**config.mk**
```make
export PLATFORM = sky130hd
export DESIGN_NAME = secded_decoder_engine
export DESIGN_NICKNAME = d
export VERILOG_FILES = /design/src/rtl/secded_decoder_engine.sv
export SDC_FILE = /design/constraint.sdc
export NUM_CORES = 1
export LEC_CHECK = 0
export CAP_MARGIN = 20
export CORE_MARGIN = 4
export CORE_UTILIZATION = 50
export DETAILED_ROUTE_END_ITERATION = 6
export HOLD_SLACK_MARGIN = 0.05
export PLACE_DENSITY_LB_ADDON = 0.3
export SLEW_MARGIN = 20
export SYNTH_ARGS = -nofsm -noshare
export SYNTH_HDL_FRONTEND = slang
export SYNTH_SLANG_ARGS = --single-unit
```
**constraint.sdc**
```tcl
create_clock -name clk -period 2.38 [get_ports clk]
set_input_delay 0.476 -clock clk [delete_from_list [all_inputs] [get_ports clk]]
set_output_delay 0.476 -clock clk [all_outputs]
set_load 0.01 [all_outputs]
```
**src/rtl/secded_decoder_engine.sv**
```systemverilog
// SECDED (16,11) decoder engine: reads a block of codewords from data memory, corrects
// single errors, flags double errors and writes {flag, data} words back; done on completion.
module secded_decoder_engine #(
  parameter int NUM_WORDS = 15,
  parameter int SRC_BASE  = 30,
  parameter int DST_BASE  = 0,
  parameter int ADDR_W    = 8
) (
  input  logic              clk,
  input  logic              reset,
  output logic [ADDR_W-1:0] mem_addr,
  input  logic [7:0]        mem_rd_data,
  output logic              mem_wr_en,
  output logic [7:0]        mem_wr_data,
  output logic              done,
  output logic [4:0]        err1_cnt,
  output logic [4:0]        err2_cnt
);

  localparam int IW = (NUM_WORDS > 1) ? $clog2(NUM_WORDS) : 1;

  typedef enum logic [2:0] {RD_LO, RD_HI, DECODE, WR_LO, WR_HI, FINISH} state_t;

  state_t            state, state_nx;
  logic [IW-1:0]     idx;
  logic [15:0]       cw;
  logic [7:0]        out_lo, out_hi;
  logic              last;
  logic [ADDR_W-1:0] word_off, src_lo, dst_lo;

  logic [3:0]  syn;
  logic        par;
  logic [15:0] fixed;
  logic [10:0] data;
  logic [1:0]  flag;

  assign last     = (idx == IW'(NUM_WORDS - 1));
  assign word_off = ADDR_W'({idx, 1'b0});
  assign src_lo   = ADDR_W'(SRC_BASE) + word_off;
  assign dst_lo   = ADDR_W'(DST_BASE) + word_off;

  // Syndrome is the XOR of the positions of all set bits; overall parity picks single vs double.
  always_comb begin
    syn = '0;
    for (int unsigned k = 1; k < 16; k++) begin
      if (cw[k]) syn = syn ^ 4'(k);
    end
    par   = ^cw;
    fixed = cw;
    flag  = 2'b00;
    if (par) begin
      fixed = cw ^ (16'd1 << syn);
      flag  = 2'b01;
    end else if (syn != '0) begin
      flag  = 2'b10;
    end
    data = {fixed[15:9], fixed[7:5], fixed[3]};
  end

  always_ff @(posedge clk or posedge reset) begin
    if (reset) state <= RD_LO;
    else       state <= state_nx;
  end

  always_comb begin
    state_nx = state;
    case (state)
      RD_LO:   state_nx = RD_HI;
      RD_HI:   state_nx = DECODE;
      DECODE:  state_nx = WR_LO;
      WR_LO:   state_nx = WR_HI;
      WR_HI:   state_nx = last ? FINISH : RD_LO;
      FINISH:  state_nx = FINISH;
      default: state_nx = RD_LO;
    endcase
  end

  always_comb begin
    mem_addr    = src_lo;
    mem_wr_en   = 1'b0;
    mem_wr_data = '0;
    case (state)
      RD_LO:         mem_addr = src_lo;
      RD_HI, DECODE: mem_addr = src_lo + ADDR_W'(1);
      WR_LO: begin
        mem_addr    = dst_lo;
        mem_wr_en   = 1'b1;
        mem_wr_data = out_lo;
      end
      WR_HI: begin
        mem_addr    = dst_lo + ADDR_W'(1);
        mem_wr_en   = 1'b1;
        mem_wr_data = out_hi;
      end
      FINISH:        mem_addr = dst_lo + ADDR_W'(1);
      default:       mem_addr = src_lo;
    endcase
  end

  always_ff @(posedge clk or posedge reset) begin
    if (reset) begin
      idx      <= '0;
      cw       <= '0;
      out_lo   <= '0;
      out_hi   <= '0;
      err1_cnt <= '0;
      err2_cnt <= '0;
      done     <= 1'b0;
    end else begin
      case (state)
        RD_LO: cw[7:0]  <= mem_rd_data;
        RD_HI: cw[15:8] <= mem_rd_data;
        DECODE: begin
          out_lo <= data[7:0];
          out_hi <= {flag, 3'b000, data[10:8]};
          if (flag == 2'b01 && err1_cnt != 5'd31) err1_cnt <= err1_cnt + 5'd1;
          if (flag == 2'b10 && err2_cnt != 5'd31) err2_cnt <= err2_cnt + 5'd1;
        end
        WR_HI: begin
          if (last) done <= 1'b1;
          else      idx  <= idx + IW'(1);
        end
        default: ;
      endcase
    end
  end

endmodule

```
# After elaboration in Yosys (flattened, before gate mapping)
# Cells that the tools add are included.
# Widths: inputs -> output; s select.
dict set report word_totals {
  ff_bits 47
  input_bits 10
  out_inout_bits 28
  word_cells 77
}
dict set report op_classes {
  n_addsub 6
  eq_ne 10
  shifts 1
  muxes 23
  bitwise 16
  n_reduce_logical 12
}
# cell n
set ops {}
lappend ops {{$mux 4} 8}
lappend ops {{$pmux 7 s3} 1}
lappend ops {{$pmux 3 s6} 1}
lappend ops {{$mux 16} 1}
lappend ops {{$pmux 8 s2} 1}
lappend ops {{$reduce_xor 16->1} 1}
lappend ops {{$shl 1x4->16 const A} 1}
lappend ops {{$xor 16x16->16} 1}
lappend ops {{$mux 3} 5}
lappend ops {{$not 2->2} 6}
lappend ops {{$not 3->3} 4}
lappend ops {{$add 5x1->5 const B} 2}
lappend ops {{$ne 5x5->1 const B} 2}
lappend ops {{$mux 2} 4}
lappend ops {{$reduce_and 2->1} 4}
lappend ops {{$add 6x1->7 const B} 1}
lappend ops {{$add 5x1->6 const B} 1}
lappend ops {{$add 5x5->6 const A} 1}
lappend ops {{$eq 3x2->1 const B} 2}
lappend ops {{$eq 3x3->1 const B} 2}
lappend ops {{$reduce_or 2->1} 3}
lappend ops {{$add 4x1->4 const B} 1}
lappend ops {{$eq 4x4->1 const B} 1}
lappend ops {{$not 4->4} 1}
lappend ops {{9 further kinds} 13}

# Depth between registers and ports, before layout
# Gate-level depths: netlist (run 1).
dict set report logic_depth {
  depth_word 32
  depth_mapped 8
  ltp_nobuf 6
}

# Least setup slack after synthesis (run 1)
# No wires, ideal clock.
dict set report synth_path {
  path_kind {register to register}
  from {reg cw[13]}
  to {reg err1_cnt[1]}
  setup_ns 0.125
  arrival_time_ns 2.153
  t_required_ns 2.255
  slack_ns 0.102
  path_stages_with_launch 7
  n_path_buf 0
  synth_period_minus_slack_ns 2.278
  cell_sequence {dfrtp_1 -> xnor3_2 -> xnor2_4 -> xnor2_4 -> xnor2_4 -> or3_4 -> mux2_4}
}
dict set report synth_between {
  elab_chain_cells 11
  elab_cells_between_ends 12
  cone_classes {1 x eq/ne; 5 x mux; 2 x bitwise; 4 x reduce/logical}
}
# item line_no
set synth_rtl {}
lappend synth_rtl {{start, declared} 26} ;# logic [15:0] cw;
lappend synth_rtl {{start signal, assigned} 112} ;# RD_HI: cw[15:8] <= mem_rd_data;
lappend synth_rtl {{$mux 4} 46} ;# if (cw[k]) syn = syn ^ 4'(k);
lappend synth_rtl {{$not 3->3 (no line)} n/a}
lappend synth_rtl {{$mux 4} 46}
lappend synth_rtl {{$not 4->4 (no line)} n/a}
lappend synth_rtl {{$mux 4} 46}
lappend synth_rtl {{$reduce_bool 4->1} 54} ;# end else if (syn != '0) begin
lappend synth_rtl {{$mux 2} 54}
lappend synth_rtl {{$mux 2 (*)} 51} ;# if (par) begin
lappend synth_rtl {{$eq 2x1->1 (*)} 116} ;# if (flag == 2'b01 && err1_cnt != 5'd31) err1_cnt <= err1_cnt + 5'd1;
lappend synth_rtl {{$logic_and 1x1->1 (*)} 116}
lappend synth_rtl {{$reduce_and 2->1 (no line) (*)} n/a}
lappend synth_rtl {{end signal, assigned} 116}
lappend synth_rtl {{end, declared} 16} ;# output logic [4:0] err1_cnt,
# Mark *: on every way between the ends. The rest lies on a longest branch, timed or not.
# A chain may end at the register's enable or synchronous reset.

# Final worst setup path (run 1)
# Ends and elaborated chain as after synthesis.

==> results of run 1 <==
-- repair_timing --
item	CTS	global route
pin swaps	0	2
resized for setup	11	4
endpoints found under the setup margin	10	7
hold buffers	0	0
buffers inserted	1	1
-- sequential cells by signal, summed over array words and instances, names as in the netlist --
| signal | cells |
|---|---|
| out_lo | 8 |
| idx | 4 |
| err2_cnt | 5 |
| done | 1 |
| out_hi | 5 |
| state | 3 |
| cw | 16 |
| err1_cnt | 5 |
-- final cells by class --
class	instances	area [um^2]	area share
clock buffer	8	100.1	0.02868
sequential	47	1176	0.3370
tap	70	87.58	0.02510
inverter	4	15.01	0.004303
timing repair buffer	62	556.8	0.1596
multi-input combinational	192	1554	0.4453
-- logic make-up after synthesis --
| kind of cell | synth area share |
|---|---|
| buffers and inverters | 0.02178 |
| AOI/OAI and AO/OA | 0.08258 |
| other | 0.001360 |
| xor gates and xnor gates | 0.2137 |
| muxes | 0.08847 |
| DFF | 0.4265 |
| and+or+nand+nor | 0.1339 |
| adders and majority gates | 0.03176 |
-- path summary, 6_finish.rpt --
check                                from           to  slack, ns  depth (start not counted)
worst min register to register  out_lo[4]    out_lo[4]       0.48                          2
min in group asynchronous           reset  err2_cnt[4]       0.53                          2
max in group asynchronous           reset     state[1]       1.32                          3
worst max-delay path               cw[13]  err1_cnt[1]       0.05                          6
worst min-delay path            out_lo[4]    out_lo[4]       0.48                          2
worst max register to register     cw[13]  err1_cnt[1]       0.05                          6
-- metrics by stage --
stage	setup TNS [ns]	utilization	instance area [um^2]
6_report	0	0.6663	3490
5_1_grt	-0.006953	0.6663	3490
4_1_cts	0	0.6605	3460
3_5_place_dp	0	0.6405	3354
3_3_place_gp	0	0.6405	3354
2_1_floorplan	0	-	2761
-- power groups by stage --
stage / clock network, uW / logic (uW) / registers, uW
after floorplan: 0 / 483 / 1060
after global placement: 0 / 869 / 1040
after detailed placement: 0 / 875 / 1050
after CTS: 531 / 859 / 1030
after global routing: 572 / 946 / 1050
final: 511 / 866 / 1030
-- critical path, delay by kind of cell (launching register included) --
family / cells / cell delay (ns)
XOR/XNOR: 4 / 1.13
AND/OR/NAND/NOR: 1 / 0.41
flip-flops: 1 / 0.37
multiplexers: 1 / 0.31
-- cell usage in the layout (no fill, tap or decap), types with 4 or more instances in the layout --
cell type / synthesis / final
dlygate4sd2_1: 0 / 9
clkbuf_8: 0 / 7
o22ai_1: 12 / 12
nor2_1: 5 / 5
dfrtp_1: 47 / 47
ha_1: 7 / 7
nand3_1: 8 / 8
and3_1: 6 / 6
xor2_2: 4 / 4
mux2_2: 17 / 17
buf_4: 2 / 26
nor3_1: 11 / 11
o21ai_0: 16 / 16
nand2_1: 19 / 19
xnor2_1: 21 / 20
xor2_1: 23 / 23
nor4_1: 10 / 7
clkdlybuf4s50_1: 0 / 25
a22o_1: 5 / 5
-- per-layer routing --
layer,vias up,routed length (um),GRT usage
met5,-,0,0
met4,0,55,0.04485
met2,44,2710,0.2893
met1,960,2530,0.2356
met3,5,249,0.04555
li1,1010,-,-
==> impl_results.md, run 1 <==
- Critical Path, Cell by Cell: xnor3_2, xnor2_4, xnor2_4, xnor2_4, or3_4, mux2_4
- GPL Wtd Cong: 0.8911
- Worst setup SP type: flip-flop
- # H-tree levels: 2
- Pre-CTS WS: 0.06155 ns
- Crit. End Element: flip-flop
- FILL cells: 443
- Final total power: 2410 uW
- Worst path required time: 2.56 ns
- Yosys top cell area share: 0.4265
- Initial core utilization: 0.5265
- Post-Synthesis Cells: 252
- Num CTS Buffers: 5
- EDFF count, synth: 0
- Yosys reg bits: 47
- DIE AREA: 6768 um^2
- Asr flop ratio synth: 1.000
- Synth area leaders: dfrtp_1 (43%), xor2_1 (7.3%), mux2_2 (6.9%)
- Most area-hungry cell type in the Yosys netlist: dfrtp_1
- First-pass GRT wire length: 9108 um
- First-pass DRT Iterations: 4
- Max Root-Sink Buffers: 2
- P_sw: 753.1 uW
- Vias in the first global route: 1925
- CTS root buf: clkbuf_8
- RSZ-0062 raised after global routing: yes
- Slew HR: 0.4853
- # rows: 26
- Slew Viols, Final: 0
- Max Cap Viol: 0
- Clock network power share: 0.212
- Clk Latency, worst-skew pair: 0.29 ns
- Synth Cell Area: 2758 um^2
- Slowest stage delay, CP: 0.50 ns
- Worst slew pin tran: 0.7673 ns
- Ys flop type: dfrtp_1
- Slowest CP cell: xnor3_2
- Fin cells: 383
- Fraction of layout cells with a size suffix above 1: 0.2236
- Hold Crit Class: reg -> reg
- Max Fclk: 0.4284 GHz
- Remaining global-route overflow: 0
- N_diodes: 0
- Setup Skew: 0.004359 ns
- Sequential Power Share: 0.428
- Clock Sinks: 47
- Initial antenna violation count: 0
- Sequential fraction of the synthesis area: 0.4265
- Comb power frac: 0.359
- Worst Path Max Fanout: 6
- Gr usage total: 0.1776
- Via Count: 2019
- Via density per instance: 5.272
- Final hold violation count: 0
- Pleak: 0.001525 uW
- Initial drt markers: 76
- Sw frac: 0.3125
- Cell variety after synth: 38
- Final worst path period need: 2.334 ns
- Cell Pwr Density: 690.7 nW/um^2
- Port buffer count: 35
- Count leader, synth: dfrtp_1
- Cells after DPL: 373
- WHS: 0.4800 ns
- Worst EP arrival: 2.52 ns
- Clock-pin slew on the worst setup and hold paths: 0.08 ns
- Hpwl dp: 4435 um
- Largest net degree at the start of global routing: 28
- Routed WL: 5546 um
- Core Region: 5238 um^2
- Post-synthesis area per instance: 10.94 um^2
- Peak supply drop: 0.4040 mV
- Remaining antenna violation count: 0
- Top post-synthesis cells by count: dfrtp_1 (47), xor2_1 (23), xnor2_1 (21)
- Die X: 82.27 um
- Residual DRC: 0
- CP most frequent cell: xnor2_4
- Period utilization: 0.9808
- TritonCTS clock tree: yes
- CP Class: reg -> reg
- Avg WL per Cell: 14.48 um
- Ports: 38
- Int Power: 1657 uW
- Chip height: 82.27 um
- Synth-to-Final Area Change: 26.54%
- Setup-failing EPs final: 0
- Final worst slack: 0.04573 ns
- Synthesis warning total: 0
- Status: finished clean
- NumNets Final: 329
Note: power is estimated with default switching activity, not from simulation.
==> run 2: changes to the inputs <==
==> constraint.sdc (replaced) <==
create_clock -name clk -period 2.38 [get_ports clk]
set_input_delay 0.476 -clock clk [delete_from_list [all_inputs] [get_ports clk]]
set_output_delay 0.476 -clock clk [all_outputs]
set_load 0.005 [all_outputs]
==> impl_results.md, run 2 (synthesized netlist as in run 1, its figures left out) <==
- Port buffer count: 35 (unchanged)
- Setup-failing EPs final: 0 (unchanged)
- DIE AREA: 6768 um^2 (unchanged)
- WHS Endpoint: out_lo[4] (unchanged)
- Largest net degree at the start of global routing: 25 (was 28)
- NumNets Final: 334 (was 329)
- R2R Setup Slk: 0.11 ns (was 0.05 ns)
- CP Class: reg -> reg (unchanged)
- Hold Crit Start: out_lo[4] (unchanged)
- Period utilization: 0.9539 (was 0.9808)
- Worst EP arrival: 2.46 ns (was 2.52 ns)
- Pleak: 0.001606 uW (was 0.001525 uW)
- # H-tree levels: 2 (unchanged)
- Initial core utilization: 0.5265 (unchanged)
- Setup Skew: 0.01215 ns (was 0.004359 ns)
- Int Power: 1829 uW (was 1657 uW)
- First-pass GRT wire length: 9563 um (was 9108 um)
- RSZ-0062 raised after global routing: no (was yes)
- FF-to-FF End: err1_cnt[4] (was err1_cnt[1])
- FF+latch area: 1176 um^2 (unchanged)
- Sw frac: 0.2909 (was 0.3125)
- Worst path required time: 2.57 ns (was 2.56 ns)
- Initial antenna violation count: 0 (unchanged)
- Clk Latency, worst-skew pair: 0.30 ns (was 0.29 ns)
- Slowest CP cell: xnor3_2 (unchanged)
- Final worst path period need: 2.270 ns (was 2.334 ns)
- CTS root buf: clkbuf_8 (unchanged)
- Biggest regs: cw (16), out_lo (8) (unchanged)
- # rows: 26 (unchanged)
- Hpwl dp: 4567 um (was 4435 um)
- TritonCTS clock tree: yes (unchanged)
- Avg WL per Cell: 14.80 um (was 14.48 um)
- WHS: 0.4836 ns (was 0.4800 ns)
- Commonest non-fill, non-tap cell in the layout: dfrtp_1 (unchanged)
- N_diodes: 0 (unchanged)
- Slew HR: 0.5598 (was 0.4853)
- Worst r2r path cells: 6 (unchanged)
- Final total power: 2580 uW (was 2410 uW)
- Residual DRC: 0 (unchanged)
- First-pass DRT Iterations: 4 (unchanged)
- Max Fclk: 0.4405 GHz (was 0.4284 GHz)
- Core Region: 5238 um^2 (unchanged)
- Area of the multi-input gates: 1583 um^2 (was 1554 um^2)
- Worst slew pin tran: 0.6563 ns (was 0.7673 ns)
- Final hold violation count: 0 (unchanged)
- Hold Buf Count CTS: 0 (unchanged)
- Hold Crit Class: reg -> reg (unchanged)
- Remaining antenna violation count: 0 (unchanged)
- Clock Sinks: 47 (unchanged)
- Crit. End Element: flip-flop (unchanged)
- Largest Register: cw (unchanged)
- Max Root-Sink Buffers: 2 (unchanged)
- FILL cells: 419 (was 443)
- Sequential Power Share: 0.400 (was 0.428)
- Number of flip-flops under the largest register name: 16 (unchanged)
- P_sw: 750.6 uW (was 753.1 uW)
- Critical Path, Cell by Cell: xnor3_2, xnor2_4, xnor2_4, xnor2_4, or3_4, mux2_4 (unchanged)
- GPL Wtd Cong: 0.8883 (was 0.8911)
- Hold depth: 2 (unchanged)
- Worst Path Max Fanout: 4 (was 6)
- Synth-to-Final Area Change: 30.49% (was 26.54%)
- Clock-pin slew on the worst setup and hold paths: 0.09 ns (was 0.08 ns)
- Gr usage total: 0.1852 (was 0.1776)
- CP most frequent cell: xnor2_4 (unchanged)
- Via Count: 2063 (was 2019)
- Crit Reg-Reg Startpoint: cw[12] (was cw[13])
- Initial drt markers: 74 (was 76)
- Peak supply drop: 0.4237 mV (was 0.4040 mV)
- Via density per instance: 5.317 (was 5.272)
- Worst setup SP type: flip-flop (unchanged)
- Comb power frac: 0.335 (was 0.359)
- Status: finished clean (unchanged)
- Slew Viols, Final: 0 (unchanged)
- Vias in the first global route: 2028 (was 1925)
- Fraction of layout cells with a size suffix above 1: 0.2484 (was 0.2236)
- Ports: 38 (unchanged)
- Die X: 82.27 um (unchanged)
- Routed WL: 5741 um (was 5546 um)
- Slowest stage delay, CP: 0.47 ns (was 0.50 ns)
- Cell Pwr Density: 716.9 nW/um^2 (was 690.7 nW/um^2)
- Final Util: 0.6871 (was 0.6663)
- Clock network power share: 0.265 (was 0.212)
- Commonest non-fill, non-tap cells in the layout: dfrtp_1 (47), buf_4 (32), clkdlybuf4s50_1 (25), xor2_1 (22) (was dfrtp_1 (47), buf_4 (26), clkdlybuf4s50_1 (25), xor2_1 (23), xnor2_1 (20))
- Chip height: 82.27 um (unchanged)
- Num CTS Buffers: 5 (unchanged)
- Remaining global-route overflow: 0 (unchanged)
- Max Cap Viol: 0 (unchanged)
## run 2: cell count changes in the layout (fill, tap and decap cells not counted), moves of 2 or more
cell	before	now
buf_4	26	32
bufinv_16	0	2
clkbuf_8	7	5
dlymetal6s2s_1	1	7
dlygate4sd2_1	9	3
## run 2: cell type report
class	instances	share of cell area
multi-input combinational	192	0.4398
inverter	4	0.004172
clock buffer	6	0.02017
tap	70	0.02434
sequential	47	0.3268
clock inverter	2	0.01669
timing repair buffer	67	0.1679
## run 2: how the worst max path moves through the flow
stage,startpoint,end,slack (ns),cells past startpoint
after floorplan,cw[13],err1_cnt[1],0.10,6
after global placement,cw[9],out_lo[7],0.09,7
after detailed placement,cw[12],err1_cnt[1],0.08,6
after CTS,state[1],mem_addr[4],-0.11,7
after global routing,cw[7],err1_cnt[2],0.004,7
final,cw[12],err1_cnt[4],0.11,6
## run 2: through the flow
step	setup slack (ns)	setup TNS, ns	instance area, um^2	std cells
floorplan	0.1019	0	2761	253
finish	0.1098	0	3598	388
detailed placement	0.08456	0	3349	374
CTS	-0.1112	-0.4877	3502	384
global placement	0.08872	0	3349	374
global route	0.003612	0	3598	388
## run 2: repair_timing
| action | in CTS | in global routing |
|---|---|---|
| hold endpoints to repair | 0 | 0 |
| setup buffers | 2 | 4 |
| resized for setup | 5 | 15 |
| endpoints found under the setup margin | 9 | 19 |
| pin swaps | 0 | 3 |
## run 2: per-layer routing
layer / track usage / share of wire
met1: 0.2420 / 0.45
met2: 0.3165 / 0.50
met3: 0.03145 / 0.034
met5: 0 / 0
met4: 0.04983 / 0.011
## run 2: critical path: cells and delay by family (launching register included)
kind / cells / cell delay [ns]
XOR/XNOR: 4 / 1.02
AND/OR/NAND/NOR: 1 / 0.41
multiplexers: 1 / 0.31
flip-flops: 1 / 0.42
## run 2: power groups by stage
stage	Clock [uW]	Combinational, uW	Sequential, uW
after CTS	696	857	1030
after global routing	738	940	1050
final	683	865	1030
after detailed placement	0	851	1050
after global placement	0	838	1040
after floorplan	0	472	1040
